`config.mk`:
```
export PLATFORM = sky130hd
export DESIGN_NAME = piso_stream
export DESIGN_NICKNAME = d
export VERILOG_FILES = /design/src/rtl/piso_pkg.sv /design/src/rtl/piso_hold_buf.sv /design/src/rtl/piso_stream.sv
export SDC_FILE = /design/constraint.sdc
export NUM_CORES = 1
export LEC_CHECK = 0
export BUFFER_PORTS_ARGS = -buffer_cell sky130_fd_sc_hd__buf_2
export CAP_MARGIN = 20
export CELL_PAD_IN_SITES_DETAIL_PLACEMENT = 2
export CELL_PAD_IN_SITES_GLOBAL_PLACEMENT = 2
export CORE_UTILIZATION = 38
export DETAILED_ROUTE_END_ITERATION = 7
export PLACE_DENSITY_LB_ADDON = 0.1
export SLEW_MARGIN = 20
export SYNTH_ARGS = -nofsm -noshare
export SYNTH_HDL_FRONTEND = slang
export SYNTH_HIERARCHICAL = 1
export SYNTH_SLANG_ARGS = --single-unit
```
`constraint.sdc`:
```
create_clock -name clk -period 3.2 [get_ports clk]
set_input_delay 0.96 -clock clk [delete_from_list [all_inputs] [get_ports clk]]
set_output_delay 0.96 -clock clk [all_outputs]
set_load 0.005 [all_outputs]
```
`src/rtl/piso_pkg.sv`:
```
// piso_pkg: shared state type and sizing helper for the PISO serializer
package piso_pkg;
  typedef enum logic {IDLE, SHIFT} state_t;
  function automatic int cnt_width(input int width);
    return $clog2(width);
  endfunction
endpackage

```
`src/rtl/piso_hold_buf.sv`:
```
// piso_hold_buf: one-entry holding register with full flag and ready output
module piso_hold_buf #(
  parameter int WIDTH = 8
) (
  input  logic             clk,
  input  logic             rst,
  input  logic             wr,
  input  logic             rd,
  input  logic [WIDTH-1:0] din,
  output logic [WIDTH-1:0] dout,
  output logic             full,
  output logic             ready
);
  assign ready = !full;
  always_ff @(posedge clk) begin
    if (rst) full <= 1'b0;
    else full <= wr | (full & ~rd);
  end
  always_ff @(posedge clk) begin
    if (wr) dout <= din;
  end
endmodule

```
`src/rtl/piso_stream.sv`:
```
// piso_stream: parameterised valid/ready serializer with framed, gap-free word streaming
module piso_stream import piso_pkg::*; #(
  parameter int WIDTH      = 8,
  parameter bit LSB_FIRST  = 1'b0,
  parameter bit IDLE_LEVEL = 1'b0
) (
  input  logic             clk,
  input  logic             rst,
  input  logic             load,
  input  logic [WIDTH-1:0] parallel_in,
  output logic             in_ready,
  output logic             serial_out,
  output logic             serial_valid,
  output logic             frame_start,
  output logic             frame_last,
  output logic             busy
);
  localparam int CW = cnt_width(WIDTH);
  localparam logic [CW-1:0] LAST = CW'(WIDTH - 1);
  state_t state, state_n;
  logic [CW-1:0] cnt, cnt_n;
  logic [WIDTH-1:0] shreg, shreg_n, word, hold_q;
  logic accept, load_sh, shift, hold_wr, hold_rd, hold_full;
  logic out_n, vld_n, start_n, last_n;
  piso_hold_buf #(.WIDTH(WIDTH)) u_hold (
    .clk   (clk),
    .rst   (rst),
    .wr    (hold_wr),
    .rd    (hold_rd),
    .din   (parallel_in),
    .dout  (hold_q),
    .full  (hold_full),
    .ready (in_ready)
  );
  assign accept = load && in_ready;
  assign busy   = (state == SHIFT) || hold_full;
  always_comb begin
    state_n = state;
    load_sh = 1'b0;
    shift   = 1'b0;
    hold_wr = 1'b0;
    hold_rd = 1'b0;
    word    = parallel_in;
    if (state == IDLE) begin
      load_sh = accept;
      state_n = accept ? SHIFT : IDLE;
    end else if (cnt == LAST) begin
      // a buffered word has priority; otherwise a fresh word may bypass the buffer
      if (hold_full) begin
        load_sh = 1'b1;
        hold_rd = 1'b1;
        word    = hold_q;
      end else if (accept) begin
        load_sh = 1'b1;
      end else begin
        state_n = IDLE;
      end
    end else begin
      shift   = 1'b1;
      hold_wr = accept;
    end
    shreg_n = load_sh ? word : shift ? (LSB_FIRST ? shreg >> 1 : shreg << 1) : shreg;
    cnt_n   = shift ? cnt + CW'(1) : '0;
    vld_n   = load_sh || shift;
    out_n   = vld_n ? (LSB_FIRST ? shreg_n[0] : shreg_n[WIDTH-1]) : IDLE_LEVEL;
    start_n = load_sh;
    last_n  = vld_n && (cnt_n == LAST);
  end
  always_ff @(posedge clk) begin
    if (rst) begin
      state        <= IDLE;
      cnt          <= '0;
      shreg        <= '0;
      serial_out   <= IDLE_LEVEL;
      serial_valid <= 1'b0;
      frame_start  <= 1'b0;
      frame_last   <= 1'b0;
    end else begin
      state        <= state_n;
      cnt          <= cnt_n;
      shreg        <= shreg_n;
      serial_out   <= out_n;
      serial_valid <= vld_n;
      frame_start  <= start_n;
      frame_last   <= last_n;
    end
  end
endmodule

```
==> impl_results.md, run 1 <==
* Outcome: completed
* Final cycle utilization of the critical path at 71.8%
* Min-delay src: cnt[0]
* CTS buffer count at 3
* CP Data Required Time at 3.16 ns
* Vias per cell at 5.84
* Chip Width at 55.2 microns
* Initial antenna violation count at 0
* Tot GR Track Use at 19.2%
* Clk sinks at 24
* Remaining DRCs at 0
* First-pass GRT wire length at 4490 microns
* Core Box Area at 2570 sq um
* Final Hold Viols at 0
* Seq cells post-synth at 24
* Post-synthesis sequential area ratio at 52.1%
* Port bufs at 16
* Main combinational cell family by area after synthesis: compound AO/OA/AOI/OAI gates
* CP Class: reg -> reg
* Max Cap Viol at 0
* Clk pin slew, worst setup/hold paths at 0.13 ns
* Area delta synth->final at 10.5%
* TritonCTS clock tree: built
* CP Capture Type: flip-flop
* Vert. Die Dim at 55.2 microns
* CP max stage delay at 0.69 ns
* 1st-iter DRT viols at 20
* # rows at 18
* Number of I/O pins at 17
* Starting density of the core at 41.9%
* Worst setup startpoint: cnt[0]
* Wire per inst at 19.8 microns
* Max_slew headroom at 43.7%
* Clock skew at 0.00490 ns
* Worst hold slack at 0.468 ns
* Synth Area in Simple Gates at 14.9%
* Max Freq at 435 MHz
* Reg-to-reg startpoint: cnt[0]
* Post-CTS resize count at 0
* Syn nets at 105
* TritonRoute pass-1 iters at 2
* Worst Tran Pin Value at 0.843 ns
* Hold crit path type: reg -> reg
* Post-synthesis instance area at 1080 sq um
* Fin nets at 120
* Remaining antenna violation count at 0
* Skew-Pair Late Insertion Delay at 0.32 ns
* Mux cell area share after synthesis at 7.91%
* Distinct cells, synth at 30
* Compound-Gate Fraction of Synth Area at 16.3%
* Max-slew violation count at 0
* Peak supply drop at 0.318 mV
* Clk root buf: clkbuf_4
* Synth warnings at 6
* Pwr dens at 473 nW/um^2
* Setup violators final at 0
* Grt total ovfl at 0
* Critical Path Fanout Max at 10
* GP Congestion at 0.730
* Routed vias at 789
* Critical Path Source Type: flip-flop
* Min Tclk post-route at 2.30 ns
* Leak Pwr at 0.000506 uW
* Postcts setup bufs at 0
* Vias in the first global route at 864
* Critical Path, Cell by Cell: ha_1 -> ha_1 -> nor2b_1 -> buf_4 -> nor2b_1
* Total wire length at 2670 microns
* Die area at 3050 sq um
* Post-Synth Adder-Cell Area at 3.49%
* RSZ-0062 raised after global routing: false
* Critical-path top delay cell: nor2b_1
* WP data arrival at 2.26 ns
* Post-route setup TNS at 0 ns
* Hold_buf cts at 0
* XOR/XNOR Fraction of Synth Area at 0%
* ANT cells at 0
* Gate Count Post-Synth at 91
* H-Tree Depth at 1
* Layout cells sized above 1 at 25.7%
* Synth Area per Inst at 11.8 sq um
* Hpwl dp at 1900 microns
* Largest net degree at the start of global routing at 15
* Clock buffer depth at 2
==> critical path, delay by kind of cell (launching register included) <==
family	cells	cell delay (ns)
AND/OR/NAND/NOR	2	0.88
buffers and inverters	1	0.19
adder cells (fa/ha/maj)	2	0.53
flip-flops	1	0.34
==> cells by family (layout without fill, tap and decap cells) <==
group,Yosys count,count (layout)
AOI/OAI and AO/OA,20,20
adders and majority gates,3,3
buffers and inverters,12,26
DFF,24,24
muxes,8,8
and+or+nand+nor,24,24
==> state kept, by name, summed over array words and instances, names as in the netlist <==
signal	count
u_hold/dout	8
serial_out	1
u_hold/full	1
state	1
frame_last	1
cnt	3
serial_valid	1
frame_start	1
shreg	7
==> cell type report <==
type / count / area [sq um]
clock buffer: 4 / 26.3
fill: 265 / 1380
inverter: 5 / 18.8
multi-input combinational: 55 / 458
sequential: 24 / 561
tap: 30 / 37.5
timing repair buffer: 17 / 87.6
==> final timing paths <==
path | end | slack (ns) | cells past startpoint
min reg2reg | cnt[0] | 0.47 | 1
max | u_hold/dout[4] | 0.90 | 5
max reg2reg | u_hold/dout[4] | 0.90 | 5
min | cnt[0] | 0.47 | 1
==> cells in the mapped netlist, drive strengths merged <==
cell	number	area share [%]
clkbuf	1	0.35
inv	5	1.7
nand2	2	0.70
ha	3	3.5
mux2i	7	6.5
buf	6	3.3
edfxtp	8	22
nand3	1	0.93
a32o	1	0.93
a21oi	3	1.7
o32ai	1	1.5
and4	6	4.9
and2b	1	0.70
a221oi	1	1.4
a22oi	1	1.2
o21ai	1	0.46
nor2b	3	1.7
nand2b	2	1.2
a2111oi	6	4.9
and3	3	1.7
nor2	1	0.35
and2	1	0.58
or2	2	1.2
a211oi	6	4.2
dfxtp	16	30
mux2	1	1.4
nor3	2	0.93
==> metal layers <==
layer | up-vias | track usage, % | share of wire [%]
met4 | 0 | 4.29 | 0.94
met1 | 396 | 24.4 | 44
met2 | 13 | 33.2 | 52
met3 | 4 | 4.22 | 2.7
li1 | 376 | - | -
met5 | - | 0 | 0
==> stage by stage <==
step	worst slack [ns]	utilization [%]	power (uW)	instances	cell area (sq um)
after floorplan	1.25	-	400	91	1080
after global placement	0.980	45.3	423	131	1160
after detailed placement	0.928	45.3	428	131	1160
after CTS	0.894	46.3	567	135	1190
after global routing	0.800	46.3	589	135	1190
final	0.903	46.3	562	135	1190
==> cells in the final DEF (no fill, tap or decap), types with 2 or more instances in the layout <==
master and count:
ha_1 3, nand2b_1 2, and3_1 3, and4_1 6
dfxtp_1 16, nand2_1 2, a211oi_1 6, nor3_1 2
mux2i_1 7, a2111oi_0 6, buf_2 16, clkbuf_4 3
edfxtp_1 8, a21oi_1 2, nor2b_1 3, inv_1 5
==> where the power goes <==
group          internal [uW]  switching, uW
Sequential               334           14.8
Clock                   48.9           92.5
Combinational           31.0           40.9
Total                    414            148
Power figures use the tool's default switching activity.
==> inputs of run 2 (changes only) <==
--- a/config.mk
+++ b/config.mk
@@ -9,7 +9,7 @@
 export CAP_MARGIN = 20
 export CELL_PAD_IN_SITES_DETAIL_PLACEMENT = 2
 export CELL_PAD_IN_SITES_GLOBAL_PLACEMENT = 2
-export CORE_UTILIZATION = 38
+export CORE_UTILIZATION = 32
 export DETAILED_ROUTE_END_ITERATION = 7
 export PLACE_DENSITY_LB_ADDON = 0.1
 export SLEW_MARGIN = 20
==> constraint.sdc (replaced) <==
create_clock -name clk -period 1.9 [get_ports clk]
set_input_delay 0.57 -clock clk [delete_from_list [all_inputs] [get_ports clk]]
set_output_delay 0.57 -clock clk [all_outputs]
set_load 0.005 [all_outputs]
==> run 2 against run 1 <==
  * Combinational power rose by 97%
  * Wire length fell by 0.67%
  * Utilization fell by 5.2 points
  * Clock skew rose by 0.0057 ns
  * Final cell count rose by 15%
  * Die area rose by 18%
  * Via count rose by 3.2%
  * Critical endpoint is now busy
==> impl_results.md, run 2 (same netlist as run 1, synthesis figures left out) <==
* Outcome: completed (unchanged)
* RSZ-0062 raised after global routing: false (unchanged)
* # rows at 20 (was 18)
* Peak supply drop at 0.397 mV (was 0.318 mV)
* Max_slew headroom at 70.0% (was 43.7%)
* Final cycle utilization of the critical path at 94.2%
* Initial antenna violation count at 0 (unchanged)
* Worst Tran Pin Value at 0.450 ns (was 0.843 ns)
* Most Crowded Layer GR: met2 (unchanged)
* Largest registers: u_hold/dout: 8 flops, shreg: 7 flops, cnt: 3 flops (unchanged)
* Remaining DRCs at 0 (unchanged)
* Clock buffer depth at 2 (unchanged)
* Critical Path Fanout Max at 9 (was 10)
* Vert. Die Dim at 60.0 microns (was 55.2 microns)
* Pwr dens at 750 nW/um^2 (was 473 nW/um^2)
* Hold crit path type: in -> reg (was reg -> reg)
* Min-delay src: parallel_in[4] (was cnt[0])
* H-Tree Depth at 1 (unchanged)
* Fin nets at 126 (was 120)
* Chip Width at 60.0 microns (was 55.2 microns)
* Hold_buf cts at 0 (unchanged)
* WP data arrival at 1.22 ns (was 2.26 ns)
* Grt total ovfl at 0 (unchanged)
* Most frequent cells in the layout: buf_2 (16), dfxtp_1 (15), edfxtp_1 (8) (was dfxtp_1 (16), buf_2 (16), edfxtp_1 (8))
* Filler Cell Count at 339 (was 265)
* CP Data Required Time at 1.33 ns (was 3.16 ns)
* Clock skew at 0.0106 ns (was 0.00490 ns)
* Clk pin slew, worst setup/hold paths at 0.13 ns (about the same)
* Area delta synth->final at 19.4% (was 10.5%)
* Clk root buf: clkbuf_4 (unchanged)
* Global Route met2 Usage at 28.6% (was 33.2%)
* Largest Register: u_hold/dout (unchanged)
* CP max stage delay at 0.45 ns (was 0.69 ns)
* Number of I/O pins at 17 (unchanged)
* Core Box Area at 3130 sq um (was 2570 sq um)
* ANT cells at 0 (unchanged)
* GP Congestion at 0.710 (was 0.730)
* Reg-to-reg startpoint: cnt[0] (unchanged)
* Setup violators final at 0 (unchanged)
* Vias in the first global route at 862 (was 864)
* Critical Path, Cell by Cell: or2_2 -> buf_2 (was ha_1 -> ha_1 -> nor2b_1 -> buf_4 -> nor2b_1)
* Leak Pwr at 0.000543 uW (was 0.000506 uW)
* Sw frac at 26.2% (was 26.4%)
* Wire per inst at 17.1 microns (was 19.8 microns)
* Psw at 252 uW (was 148 uW)
* Commonest non-fill, non-tap cell in the layout: buf_2
* Port bufs at 16 (unchanged)
* Met3 GRT Util at 4.55% (was 4.22%)
* Clk sinks at 24 (unchanged)
* Largest net degree at the start of global routing at 14 (was 15)
* Max Freq at 559 MHz
* TritonCTS clock tree: built (unchanged)
* Critical-path top delay cell: dfxtp_1 (was nor2b_1)
* Worst setup startpoint: state (was cnt[0])
* Die area at 3600 sq um (was 3050 sq um)
* Post-route setup TNS at 0 ns (unchanged)
* Post-layout util at 41.1% (was 46.3%)
* Max-slew violation count at 0 (unchanged)
* 1st-iter DRT viols at 24 (was 20)
* Int Pwr at 711 uW (was 414 uW)
* Total wire length at 2650 microns (was 2670 microns)
* Remaining antenna violation count at 0 (unchanged)
* TritonRoute pass-1 iters at 2 (unchanged)
* Final Hold Viols at 0 (unchanged)
* Min Tclk post-route at 1.79 ns
* Max reg flops at 8 (unchanged)
* Clock share of power at 24.3% (was 25.1%)
* Critical Path Source Type: flip-flop (unchanged)
* CP Class: reg -> out (was reg -> reg)
* Max Cap Viol at 0 (unchanged)
* Hpwl dp at 1980 microns (was 1900 microns)
* Postcts setup bufs at 0 (unchanged)
* CP Capture Type: primary output (was flip-flop)
* Gate power share at 14.7% (was 12.8%)
* CTS buffer count at 3 (unchanged)
* Vias per cell at 5.25 (was 5.84)
* First-pass GRT wire length at 4440 microns (was 4490 microns)
* Sequential Power Share at 61.0% (was 62.1%)
* Routed vias at 814 (was 789)
* Global-route track usage on met1 at 22.3% (was 24.4%)
* Tot GR Track Use at 17.2% (was 19.2%)
* Starting density of the core at 34.4% (was 41.9%)
* Layout cells sized above 1 at 34.2% (was 25.7%)
* Skew-Pair Late Insertion Delay at 0.32 ns (about the same)
-- run 2: layer usage --
layer,vias up,share of wire [%]
met5,-,0
met4,0,0.72
met3,2,3.2
met2,12,51
met1,408,45
li1,392,-
-- run 2: worst paths after layout --
path	endpoint	slack (ns)	cells after the start
setup / recovery	busy	0.11	2
hold / removal	u_hold/dout[4]	0.44	1
setup reg to reg	u_hold/dout[4]	0.11	6
hold reg to reg	cnt[0]	0.48	1
-- run 2: worst max-delay path, delay by kind of cell (launching register included) --
kind / cells / cell delay, ns
buffers and inverters: 1 / 0.13
flip-flops: 1 / 0.45
AND/OR/NAND/NOR: 1 / 0.33
-- run 2: metrics by stage --
step / hold WS [ns] / cells / setup slack (ns) / cell area (sq um) / total power, uW
2_1_floorplan: 0.413 / 91 / 0.126 / 1080 / 674
3_3_place_gp: 0.428 / 151 / -0.0603 / 1230 / 727
3_5_place_dp: 0.454 / 151 / -0.165 / 1230 / 734
4_1_cts: 0.410 / 155 / 0.0162 / 1260 / 977
5_1_grt: 0.418 / 155 / 0.0124 / 1280 / 1010
6_report: 0.435 / 155 / 0.110 / 1280 / 964
-- run 2: timing repair --
item | 4_1_cts | 5_1_grt
pin swaps | 0 | 0
gates resized for setup | 2 | 10
setup endpoints to repair | 1 | 8
-- run 2: power by group through the flow --
stage	registers (uW)	logic (uW)	clock network, uW
5_1_grt	591	157	265
6_report	587	142	234
2_1_floorplan	586	87.7	0
4_1_cts	586	139	251
3_3_place_gp	596	131	0
3_5_place_dp	597	137	0
-- run 2: cell type report --
cell class / count / area [sq um] / share of cell area, %
multi-input cells: 55 / 490 / 38.2
clock buffers: 4 / 26.3 / 2.04
inverters: 5 / 18.8 / 1.46
flip-flops and latches: 24 / 562 / 43.7
well taps: 44 / 55.1 / 4.28
repair buffers: 23 / 133 / 10.3
